$ cat config.mk
export PLATFORM = sky130hd
export DESIGN_NAME = wam_gen
export DESIGN_NICKNAME = d
export VERILOG_FILES = /design/src/rtl/wam_gen.sv
export SDC_FILE = /design/constraint.sdc
export NUM_CORES = 1
export LEC_CHECK = 0
export CAP_MARGIN = 20
export CELL_PAD_IN_SITES_DETAIL_PLACEMENT = 1
export CELL_PAD_IN_SITES_GLOBAL_PLACEMENT = 1
export CORE_UTILIZATION = 40
export DETAILED_ROUTE_END_ITERATION = 10
export GPL_TIMING_DRIVEN = 0
export PLACE_DENSITY = 0.75
export SLEW_MARGIN = 20
export SYNTH_ARGS = -nofsm -noshare
export SYNTH_HDL_FRONTEND = slang
export SYNTH_SLANG_ARGS = --single-unit
$ cat constraint.sdc
create_clock -name clk_19 -period 5.4 [get_ports clk_19]
set_clock_uncertainty 0.05 [all_clocks]
set_input_delay 1.08 -clock clk_19 [delete_from_list [all_inputs] [get_ports clk_19]]
set_output_delay 1.08 -clock clk_19 [all_outputs]
set_load 0.01 [all_outputs]
$ cat src/rtl/wam_gen.sv
// Whac-A-Mole mole generator and scorer: LFSR-driven spawns into 16 aging holes,
// with a BCD hit score, a binary miss count and a carry pulse every tenth hit.
module wam_hole (
    input  logic       clk_19,
    input  logic       start,
    input  logic       tick,
    input  logic       hit,
    input  logic       spawn,
    input  logic [3:0] load,
    output logic       mole
);
    logic [3:0] cnt;

    // Hit beats spawn, and spawn beats the tick decrement.
    always_ff @(posedge clk_19) begin
        if (start)                    cnt <= '0;
        else if (hit && cnt != '0)    cnt <= '0;
        else if (spawn)               cnt <= load;
        else if (tick && cnt != '0)   cnt <= cnt - 4'd1;
    end

    assign mole = (cnt != '0);
endmodule

module wam_gen #(
    parameter int          STEP_DIV = 8,
    parameter logic [15:0] SEED     = 16'hACE1
) (
    input  logic        clk_19,
    input  logic        start,
    input  logic [3:0]  age,
    input  logic [7:0]  rto,
    input  logic [15:0] hit,
    output logic [15:0] mole,
    output logic [7:0]  score,
    output logic [7:0]  miss,
    output logic        cout0
);
    localparam int NUM_HOLES = 16;
    localparam int DW        = $clog2(STEP_DIV);

    logic [DW-1:0]          div;
    logic [15:0]            lfsr;
    logic                   tick;
    logic                   spawn_ok;
    logic [3:0]             load;
    logic [NUM_HOLES-1:0]   spawn_sel;
    logic                   valid_hit;
    logic                   miss_hit;

    assign tick     = (div == DW'(STEP_DIV - 1));
    assign spawn_ok = tick && (lfsr[7:0] < rto);
    assign load     = (age == 4'd0) ? 4'd1 : age;

    always_comb begin
        spawn_sel = '0;
        spawn_sel[lfsr[11:8]] = spawn_ok;
    end

    always_ff @(posedge clk_19) begin
        if (start) begin
            div  <= '0;
            lfsr <= SEED;
        end else begin
            div  <= tick ? '0 : div + 1'b1;
            lfsr <= {lfsr[14:0], lfsr[15] ^ lfsr[13] ^ lfsr[12] ^ lfsr[10]};
        end
    end

    wam_hole u_hole [NUM_HOLES-1:0] (
        .clk_19 (clk_19),
        .start  (start),
        .tick   (tick),
        .hit    (hit),
        .spawn  (spawn_sel),
        .load   (load),
        .mole   (mole)
    );

    // Any number of holes hit in one cycle still scores a single point.
    assign valid_hit = |(hit & mole);
    assign miss_hit  = |(hit & ~mole);

    always_ff @(posedge clk_19) begin
        if (start) begin
            score <= '0;
            miss  <= '0;
            cout0 <= 1'b0;
        end else begin
            cout0 <= 1'b0;
            if (valid_hit && score != 8'h99) begin
                if (score[3:0] == 4'd9) begin
                    score <= {score[7:4] + 4'd1, 4'h0};
                    cout0 <= 1'b1;
                end else begin
                    score[3:0] <= score[3:0] + 4'd1;
                end
            end
            if (miss_hit && miss != 8'hFF)
                miss <= miss + 8'd1;
        end
    end
endmodule

### After elaboration in Yosys (flattened, before gate mapping)

Cells that the tools add are included.

| storage, ports and cells | value |
|---|---|
| word-level logic and storage cells | 184 |
| input port bits | 30 |
| output and inout port bits | 33 |
| register bits | 100 |

| cells by class | value |
|---|---|
| multiplexer cells | 37 |
| order comparisons | 3 |
| add/sub/neg operators | 20 |
| equal/unequal tests | 4 |
| bitwise logic cells | 8 |
| reductions and logical operators | 90 |

Operators with widths:

| operator | count |
|---|---|
| 2-to-1 mux 4 bit | 34 |
| nonzero test 4 bit | 16 |
| subtractor 4 x 1 -> 4 bit, second input constant | 16 |
| AND 16 bit | 3 |
| logical AND 1 bit | 36 |
| OR reduction 2 bit | 18 |
| nonzero test 2 bit | 16 |
| OR reduction 16 bit | 2 |
| inequality test 8 bit, second input constant | 2 |
| NOT 16 bit | 1 |
| adder 4 x 1 -> 4 bit, second input constant | 2 |
| adder 8 x 1 -> 8 bit, second input constant | 1 |
| less-than comparator 8 bit | 1 |
| less-than comparator 4 x 5 -> 1 bit, second input constant | 1 |
| demux 1 bit (select 4 bit) | 1 |
| equality test 4 bit, second input constant | 1 |
| greater-or-equal comparator 4 x 1 -> 1 bit, second input constant | 1 |
| zero test 4 bit | 1 |
| adder 3 x 1 -> 3 bit, second input constant | 1 |
| equality test 3 bit, second input constant | 1 |
| XOR 1 bit | 3 |
| 2-to-1 mux 1 bit | 2 |
| AND reduction 2 bit | 1 |
| NOT 1 bit | 1 |

### Logic depth before layout (Yosys ltp)

Gate-level depths: netlist of the first run.

| logic depth | value |
|---|---|
| depth after elaboration | 6 |
| mapped depth | 10 |
| mapped depth without buffers | 8 |

### Cells and area by module

From an unflattened synthesis of the first run, not the netlist that was laid out.

| second synthesis, totals | value |
|---|---|
| cell total of the unflattened synthesis | 727 |
| area, all modules | 6080.8 um^2 |

By module, submodules not included:

| module | instances | seq. area each (um^2) | area each (um^2) | cells an instance |
|---|---|---|---|---|
| wam_hole | 16 | 80.1 | 249.0 | 30 |
| wam_gen | 1 | 720.7 | 2097.0 | 247 |

### Least setup slack after synthesis of the first run

No wires, ideal clock.

| path | value |
|---|---|
| path type | input-to-reg |
| start | in rto[7] |
| end | reg u_hole[8].cnt[1] |
| setup slack | 2.330 ns |
| stages on the path | 9 |
| arrival | 2.905 ns |
| buffers on the path | 1 |
| required time | 5.234 ns |
| setup time | 0.116 ns |
| path through | inv_1 -> ha_1 -> and3_1 -> a311o_1 -> buf_6 -> a2111oi_0 -> o21ai_1 -> mux2i_1 -> nor2_1 |

| between the ends | value |
|---|---|
| word-level cells in the longest chain between the ends | 4 |
| elaborated cells between the ends (all ways) | 5 |
| classes of those cells | order compare: 1; mux: 1; bitwise: 1; reduce/logical: 2 |

Ends and longest elaborated chain:

| item | RTL line | text |
|---|---|---|
| start: declaration | 32 | `input logic [7:0] rto,` |
| less-than comparator 8 bit * | 52 | `assign spawn_ok = tick && (lfsr[7:0] < rto);` |
| logical AND 1 bit * | 52 |  |
| AND 16 bit (no line) * | n/a |  |
| 2-to-1 mux 4 bit or nonzero test 2 bit (tied branches) | n/a |  |
| end signal: assignment | 18 | `else if (spawn) cnt <= load;` |
| end signal: assignment | 19 | `else if (tick && cnt != '0) cnt <= cnt - 4'd1;` |
| end: declaration | 12 | `logic [3:0] cnt;` |

Every way passes the cells marked *; elsewhere a longest branch is shown, timed or not.
A chain may end at the register's enable or synchronous reset.

### Final worst setup path of the first run

| path | value |
|---|---|
| start | in rto[7] |
| end | reg u_hole[6].cnt[2] |

| between the ends | value |
|---|---|
| word-level cells in the longest chain between the ends | 4 |
| elaborated cells between the ends (all ways) | 5 |
| classes of those cells | order compare: 1; mux: 1; bitwise: 1; reduce/logical: 2 |

Ends and longest elaborated chain:

| item | RTL line |
|---|---|
| less-than comparator 8 bit * | 52 |
| logical AND 1 bit * | 52 |
| AND 16 bit (no line) * | n/a |
| 2-to-1 mux 4 bit or nonzero test 2 bit (tied branches) | n/a |
| end signal: assignment | 18 |
| end signal: assignment | 19 |
| end: declaration | 12 |

Marks and branches as above.

==> summary by stage, run 1 <==
Setup path
Together, buffers and inverters on the worst path number 3. The classification of the worst setup path is input pin to register. Along the worst path, the maximum fanout reaches 10. In this run the number of cells on the critical path is 10. The worst setup path is launched from an input pin. The kind of end point of the critical path is a register. The dominant delay contributor by cell family on the critical path is compound AO/OA/AOI/OAI gates. In this run the register-to-register setup slack is 2.40 ns. STA puts the critical path data arrival time at 3.93 ns. Measured in cells, the most critical reg-to-reg path has a length of 8.

On the worst path, the slowest cell contributes a delay of 0.47 ns. Traced cell by cell, the critical path runs through clkdlybuf4s50_1 > inv_1 > ha_1 > and3_1 > a311o_1 > buf_6 > a2111oi_0 > o21ai_1 > nor2_1 > a211oi_1. The slowest stage of the critical path is the a311o_1 cell. At the worst endpoint, the required time is 5.56 ns.

Place
The number of buffers added on ports is 59. The wire-length estimate of the detail-placed layout is 13100 um. After detailed placement, the design holds a cell count of 933.

The final weighted congestion in routability-driven placement is 0.892. The cell area after placement is 0.00659 mm2.

Cells and area
The area growth from synthesis to final layout is 19.4%. The antenna cell count is 0. The post-route netlist has 6.11% of its cells at a drive strength greater than 1. The filler cells instantiated in the layout total 1713.

In the final layout, the multi-input gates occupy 0.00334 mm2. The total non-filler cell area in the finished layout is 0.00689 mm2. Registers take 0.00200 mm2. The total number of nets in the final design is 822. Once layout is complete, the cells apart from fillers number 949.

Drt
Dividing the detail-routed via count by the number of cells gives 5.51. After the first detailed-routing iteration, the DRC count stood at 167. The count of TritonRoute iterations in the first routing pass is 4. The routed via count is 5230. The post-route DRC violation count is 0. Dividing the detail-routed wire length by the instance count gives 18.4 um. The wire length after detailed routing is 17500 um. The remaining antenna violation count after routing is 0.

CTS
The number of buffers on the longest clock path is 2. The root cell of the clock tree is clkbuf_16. For the worst-skew pair, the clock arrives at the later sink with an insertion delay of 0.36 ns. The register clock-pin slew on the reported worst setup and hold paths is 0.07 ns.

The number of gates resized after CTS was 0. The number of clock sinks is 100. The total clock buffers created by CTS is 9. After clock tree synthesis, the flow added hold-fix buffers numbering 0. TritonCTS built the clock tree. After clock tree synthesis, the setup repair step added 0 buffers. The clock tree synthesis step divided the H-tree into 3 levels.

Global routing
The number of global-route vias before repair came to 5489. After global routing the overflow that remains totals 0. Global routing used 24.6% of the available tracks across all layers.

For met3 alone, demand over resource in global routing was 3.46%. The met1 track utilization from global routing is 29.7%. The most heavily used metal layer in global routing is met2. The initial antenna violation count is 0. Entering global routing, the biggest net connects 17 pins. The met2 routing resource usage after global routing is 42.7%. The first global-routing pass estimated 28000 um of wire.

Pwr
The power per unit of standard cell area is 226 mW/mm2. The leakage power summed over all cells is 0.00297 uW. The sum of internal, switching and leakage power is 1560 uW. The worst IR drop on VDD is 0.179 mV.

Flow run
The max-capacitance violation count is 0.

Timing
Hold timing on the final database bottoms out at a slack of 0.379 ns. The fmax is 265 MHz. The number of hold violations in the final report was 0.

In this run the tightest slew margin relative to its limit is 44.2%. The final count of negative-setup-slack endpoints is 0. The final total negative setup slack is 0 ns.

The clock period could shrink to 3.77 ns. The count of final max-slew check failures is 0. For the pin with the worst max-slew slack, the measured transition is 0.837 ns. Setup repair after global routing left no endpoint under its margin.

Of the available clock period, the critical path in the final layout requires 69.8%.

Die
The initial utilization of the core area, before any placement, comes to 41.3%. The die outline area is 0.0149 mm2. Measured along the y axis, the die boundary spans 122 um. The number of placed I/O pins is 63. The core outline area is 0.0140 mm2. After floorplanning, the core was divided into 43 placement rows. The die extent in x is 122 um.

Synth
The dominant register cell in the synthesized netlist is dfxtp_1. Counting flops and latches in the post-synthesis netlist gives 100. The mapped netlist covers 0.00577 mm2. Yosys mapped the design onto 42 distinct sky130hd cell types. The sequential area share after synthesis is 34.7%. The number of enable flip-flop cells after synthesis is 0. The number of standard cells after synthesis is 694. The post-synthesis area per instance is 8.31 um2.

The async set or reset register ratio after synthesis is 0%. During synthesis, Yosys emitted a total of 0 warnings. The number of nets in the synthesized netlist is 752.

Worst hold path
Along the worst hold path, the cell count comes to 1. The path class of the tightest hold or removal check is register to register.

Outcome
The run finished with clean final reports.
## worst register-to-register path: cells and delay by family, from the launching register on
family	cells	cell delay [ns]
simple gates	1	0.20
fa+ha+maj	2	0.32
compound gates	1	0.26
buf+inv	3	1.52
flops	1	0.37
xor+xnor	1	0.19
## per-layer routing
| metal | part of all wire [%] | vias to the layer above |
|---|---|---|
| met5 | 0 | - |
| met4 | 3.3 | 0 |
| met3 | 3.1 | 34 |
| met2 | 49 | 79 |
| met1 | 45 | 2580 |
| li1 | - | 2537 |
## area by class of cell
class / instances / share of cell area (%)
plain buffers: 54 / 3.92
clock buffers: 11 / 3.52
clock inverters: 5 / 0.872
inverters: 43 / 2.34
multi-input cells: 497 / 48.4
flip-flops and latches: 100 / 29.1
well taps: 180 / 3.27
repair buffers: 59 / 8.57
## flip-flops by register name, indices dropped and copies added (netlist names)
| name | cells |
|---|---|
| lfsr | 16 |
| div | 3 |
| u_hole.cnt | 64 |
| cout0 | 1 |
| miss | 8 |
| score | 8 |
## cells in the mapped netlist (2+ instances only)
library cell	number	area share, %
a2111oi_0	16	2.4
a211oi_1	30	3.9
a21o_1	3	0.39
a21oi_1	5	0.43
a22oi_1	8	1.0
and2_1	2	0.22
and3_1	4	0.43
buf_1	4	0.26
buf_4	16	2.1
clkbuf_1	33	2.1
dfxtp_1	100	35
ha_1	28	6.1
inv_1	43	2.8
mux2i_1	37	6.4
nand2_1	72	4.7
nand2b_1	6	0.65
nand3_1	20	1.7
nand3b_1	2	0.26
nand4_1	6	0.65
nor2_1	76	4.9
nor2b_1	9	0.98
nor3_1	4	0.35
nor4_1	20	2.2
nor4bb_1	16	2.8
o21ai_0	20	1.7
o21ai_1	16	1.4
or2_2	10	1.1
or3_1	3	0.33
or3b_1	14	2.1
or3b_2	2	0.30
xnor2_1	20	3.0
xor2_1	39	5.9
## cell usage in the layout, fill, tap and decap left out, types with 3 or more instances in the layout
cell	count
xor2_1	39
buf_1	4
nor2_1	76
buf_4	16
a21o_1	3
dfxtp_1	100
nand2b_1	6
nand4_1	6
ha_1	28
clkbuf_1	34
o21ai_0	20
xnor2_1	20
or2_2	10
or3b_1	14
a22oi_1	8
mux2i_1	37
clkdlybuf4s50_1	59
nand3_1	20
a2111oi_0	16
nand2_1	72
and3_1	4
or3_1	3
nor2b_1	9
a21oi_1	5
a211oi_1	30
clkbuf_16	9
nor4_1	20
nor4bb_1	16
nor3_1	4
inv_1	43
o21ai_1	16
## kinds of logic after synthesis
group / synth area share [%]
AOI/OAI and AO/OA: 12.6
xor gates and xnor gates: 8.95
DFF: 34.7
and+or+nand+nor: 23.8
adders and majority gates: 6.07
buffers and inverters: 7.48
muxes: 6.42
## where the power goes
| part | internal (uW) | total [uW] | switching [uW] |
|---|---|---|---|
| Sequential | 750 | 759 | 9.07 |
| Clock | 374 | 677 | 303 |
| Combinational | 48.1 | 122 | 73.7 |
| Total | 1170 | 1560 | 386 |
## through the flow
stage | setup slack (ns) | util, %
after CTS | 1.68 | 49.2
after floorplan | 2.33 | -
after global routing | 1.43 | 49.2
after detailed placement | 1.33 | 47.1
final | 1.63 | 49.2
after global placement | 1.45 | 47.1
## final timing paths
check,from,end
max reg2reg,div[0]$_SDFF_PP0_,u_hole[3].cnt[2]$_SDFFE_PP0P_
min reg2reg,lfsr[14]$_SDFF_PP0_,lfsr[15]$_SDFF_PP1_
min,lfsr[14]$_SDFF_PP0_,lfsr[15]$_SDFF_PP1_
max,rto[7],u_hole[6].cnt[2]$_SDFFE_PP0P_
No activity file was read; power rests on OpenSTA's default activity.
==> run 2, diff against run 1 <==
- clock period: 5.4 -> 3.7 ns (I/O delays scaled with it)
==> results of run 2 <==
Same layout as run 1 (identical final DEF). Status: finished, final reports clean.
Main changes from that run: setup slack after placement 1.33 ns -> -0.0297 ns; setup slack after layout 1.63 ns -> 0.271 ns; register-to-register setup slack 2.40 ns -> 0.70 ns; total power 1560 uW -> 2270 uW; worst IR drop on VDD 0.179 mV -> 0.261 mV
==> run 3, diff against run 2 <==
- ABC_AREA: default -> 1
- PLACE_DENSITY: 0.75 -> 0.77
==> run 3 against run 2 <==
  * Via count increased by 28%
  * Count of clock-buffer cells in the layout decreased by 1
  * Sequential power about the same
  * Sequential cell count unchanged
  * Design area increased by 16%
  * Fmax increased by 30%
  * Wire length increased by 14%
  * Critical path type is now register to primary output
  * Largest power group unchanged
  * Highest routed layer unchanged
==> summary by stage, run 3 <==
Synth
The area fraction of the dominant cell type after synthesis came to 29.2% (was 34.7%). Most numerous cell types in the synthesized netlist: 232 x nand2_1, 152 x inv_1, 119 x nand3_1 (was 100 x dfxtp_1, 76 x nor2_1, 72 x nand2_1). Most area-consuming cells after synthesis: dfxtp_1 29%, nand2_1 13%, nand3_1 8.7%, inv_1 8.3%, ha_1 5.1% (was dfxtp_1 35%, mux2i_1 6.4%, ha_1 6.1%, xor2_1 5.9%, nor2_1 4.9%). The dominant register cell in the synthesized netlist is dfxtp_1 (unchanged). The number of flip-flops and latches in the synthesized netlist is 100 (unchanged). The number of enable flip-flop cells after synthesis came to 0 (unchanged). The number of standard cells after synthesis is 1035 (was 694). The count of warnings emitted by yosys is 0 (unchanged).

The dominant cell by count in the synthesized netlist is nand2_1 (was dfxtp_1). The biggest area consumer among synthesized cells is dfxtp_1 (unchanged). The post-synthesis area per instance is 6.61 um2 (was 8.31 um2). The number of nets in the synthesized netlist is 1093 (was 752). The synthesized cell area is 0.00685 mm2 (was 0.00577 mm2). The async set or reset register ratio after synthesis is 0% (unchanged). The sequential area share after synthesis is 29.2% (was 34.7%).

The count of different cell masters after synthesis was 35 (was 42).

Place
The final weighted congestion in routability-driven placement is 0.826 (was 0.892). The setup slack after placement is 0.842 ns (was -0.0297 ns). The total half-perimeter wirelength after legalization and detailed placement is 15500 um (was 13100 um).

The number of buffers added on ports is 61 (was 59).

Setup path
The biggest fanout along the worst timing path was 3 (was 10). The launch point of the worst reg-to-reg path is div[0]$_SDFF_PP0_ (unchanged). Crit-path cells: inv_1 > ha_1 > inv_1 > nor2_2 > nand2_2 > buf_4 > clkdlybuf4s50_1 (was clkdlybuf4s50_1 > inv_1 > ha_1 > and3_1 > a311o_1 > buf_6 > a2111oi_0 > o21ai_1 > nor2_1 > a211oi_1). The data arrival time at the worst-slack endpoint was 1.84 ns (was 3.59 ns).

The number of buffers and inverters on the critical path is 4 (was 3). The cell depth of the worst flop-to-flop path is 10 (was 8). The classification of the worst setup path is register to primary output (was input pin to register). The cell at the slowest stage of the critical path is clkdlybuf4s50_1 (was a311o_1). The sort of element at the start of the critical path is a register (was input pin). The biggest cell delay along the critical path was 0.47 ns (about the same). The slack of the worst reg-to-reg path is 1.52 ns (was 0.70 ns). The data required time at the worst endpoint is 2.91 ns (was 3.86 ns). The capturing point of the worst reg2reg path is u_hole[12].cnt[3]$_SDFFE_PP0P_ (was u_hole[3].cnt[2]$_SDFFE_PP0P_).

The kind of end point of the critical path is a primary output (was register). The most prevalent standard cell on the critical path is inv_1. The dominant delay contributor by cell family on the critical path is buffers and inverters (was compound AO/OA/AOI/OAI gates).

Cells and area
The top register by number of flip-flops is u_hole.cnt (unchanged). The proportion of layout cells with a drive suffix above 1 came to 13.3% (was 6.11%). The number of flip-flops under the largest register name is 64 (unchanged). The antenna cell count is 0 (unchanged).

The area growth from synthesis to final layout is 17.2% (was 19.4%). The leading cell type in the layout, fill and taps excluded is nand2_1 (was dfxtp_1). Most used cells in the layout excluding fill and tap cells: 232 x nand2_1, 152 x inv_1, 119 x nand3_1 (was 100 x dfxtp_1, 76 x nor2_1, 72 x nand2_1). The final core utilization is 48.2% (was 49.2%).

The total number of nets in the final design was 1165 (was 822). Largest registers in the final layout: u_hole.cnt (64), lfsr (16) (unchanged).

Outcome
Outcome: finished, final reports clean (unchanged).

Drt
The average vias per placed instance is 5.04 (was 5.51). The remaining antenna violation count after routing is 0 (unchanged). The routed via count is 6716 (was 5230). The routed length per instance is 15.0 um (was 18.4 um). The wire length after detailed routing is 19900 um (was 17500 um). The post-route DRC violation count is 0 (unchanged).

The count of TritonRoute iterations in the first routing pass came to 4 (unchanged). The count of routing violations after the opening detailed-route iteration is 221 (was 167).

CTS
The CTS tree is built (unchanged). The post-cts resize count is 0 (unchanged). The register clock-pin slew on the reported worst setup and hold paths is 0.08 ns (was 0.07 ns). The total clock buffers created by CTS is 9 (unchanged). The root cell of the clock tree was clkbuf_16 (unchanged). The number of buffers inserted to repair setup after CTS is 0 (unchanged). The number of buffers on the longest clock path was 2 (unchanged). The count of H-tree levels built during CTS is 3 (unchanged).

The latest clock arrival within the worst-skew pair is 0.37 ns (was 0.36 ns). The post-cts hold buffer count is 0 (unchanged). The number of clock sinks is 100 (unchanged).

Timing
The relative slew slack is 53.5% (was 44.2%). Setup repair after global routing missed its margin: false (unchanged). The count of final max-slew check failures came to 0 (unchanged). The worst-case setup margin in the final layout is 1.07 ns (was 0.271 ns). The final count of negative-setup-slack endpoints is 0 (unchanged). The number of hold violations in the final report is 0 (unchanged). The transition time at the pin with the least slew margin is 0.698 ns (was 0.837 ns). The final critical-path required period is 2.63 ns (was 3.43 ns). The final total negative setup slack is 0 ns (unchanged). The portion of the clock cycle consumed by the worst path in the final layout is 71.2% (was 92.7%). The fmax is 380 MHz (was 292 MHz).

Die
The core outline area is 0.0166 mm2 (was 0.0140 mm2). The effective utilization at floorplan came to 41.1% (was 41.3%). The die extent in x is 133 um (was 122 um). The number of standard-cell rows in the floorplan is 47 (was 43). The die outline area came to 0.0176 mm2 (was 0.0149 mm2). The number of placed I/O pins is 63 (unchanged). The die boundary height is 133 um (was 122 um).

Pwr
The internal power is 1650 uW (was 1710 uW). The share of total power in sequential cells is 48.7% (about the same). The switching power of the nets was 613 uW (was 563 uW). The worst IR drop on VDD is 0.196 mV (was 0.261 mV). The combinational share of power is 8.2% (was 7.8%). The power per unit of standard cell area is 282 mW/mm2 (was 330 mW/mm2). The leakage power summed over all cells is 0.00386 uW (was 0.00297 uW). The sum of internal, switching and leakage power is 2270 uW (about the same).

The net switching share of the total power was 27.1% (was 24.8%). The relative contribution of the clock network to total power was 43.1% (was 43.5%).

Worst hold path
The worst hold path stage count was 1 (unchanged). The origin of the worst min-delay path is lfsr[14]$_SDFF_PP0_ (unchanged). The type of the most critical hold path is register to register (unchanged). The end point of the worst hold path is lfsr[15]$_SDFF_PP1_ (unchanged).

Global routing
The overall global routing resource usage is 23.5% (was 24.6%). The maximum number of pins on one net before global-route repair came to 19 (was 17). The global-route congestion overflow total is 0 (unchanged). The number of global-route vias before repair came to 6706 (was 5489).

The initial antenna violation count is 0 (unchanged). The wire length of the first global-routing pass is 32900 um (was 28000 um).

Flow run
The max-capacitance violation count is 0 (unchanged).
## run 3: cell families (layout without fill, tap and decap cells)
logic type	after synthesis	after routing	share of synthesized area, %
and+or+nand+nor	568	568	41.6
buffers and inverters	213	290	13.6
AOI/OAI and AO/OA	111	111	8.57
DFF	100	100	29.2
adders and majority gates	28	28	5.12
xor gates and xnor gates	15	15	1.92
## run 3: worst register-to-register path, stage by stage, from the launching register on
cell,delay (ns)
dfxtp_1,0.34
ha_1,0.15
ha_1,0.14
buf_4,0.21
buf_4,0.27
clkinv_1,0.30
buf_2,0.33
nand2_1,0.10
nand3_1,0.08
nand2_1,0.07
inv_1,0.04
## run 3: through the flow
step / hold WS, ns / instance area, um2 / std cells
2_1_floorplan: 0.339 / 6850 / 1035
3_3_place_gp: 0.341 / 7730 / 1316
3_5_place_dp: 0.356 / 7730 / 1316
4_1_cts: 0.380 / 8020 / 1332
5_1_grt: 0.396 / 8020 / 1332
6_report: 0.377 / 8020 / 1332
## run 3: final cells by class
class,instances,area (um2)
fillers,2229,8620
multi-input cells,722,3920
flip-flops and latches,100,2000
inverters,171,642
repair buffers,61,611
plain buffers,42,287
well taps,220,275
clock buffers,10,239
clock inverters,6,53.8
## run 3: worst max-delay path by stage
stage	startpoint	to	slack, ns	cells past startpoint
finish	u_hole[12].cnt[0]$_SDFFE_PP0P_	mole[12]	1.07	7
floorplan	rto[5]	u_hole[2].cnt[3]$_SDFFE_PP0P_	1.61	11
global route	u_hole[12].cnt[0]$_SDFFE_PP0P_	mole[12]	0.98	7
CTS	u_hole[12].cnt[0]$_SDFFE_PP0P_	mole[12]	1.06	7
global placement	rto[5]	u_hole[5].cnt[3]$_SDFFE_PP0P_	0.91	12
detailed placement	rto[5]	u_hole[13].cnt[2]$_SDFFE_PP0P_	0.84	11
## run 3: power groups by stage
stage / sequential, uW / clock (uW) / combinational (uW)
global placement: 1130 / 0 / 180
CTS: 1100 / 985 / 188
floorplan: 1130 / 0 / 101
finish: 1100 / 976 / 186
detailed placement: 1130 / 0 / 186
global route: 1110 / 1030 / 205
## run 3: layer usage
| metal | wire (um) | track usage, % |
|---|---|---|
| met1 | 9670 | 30.7 |
| met5 | 0 | 0 |
| met3 | 500 | 2.76 |
| met4 | 288 | 7.15 |
| met2 | 9460 | 40.2 |
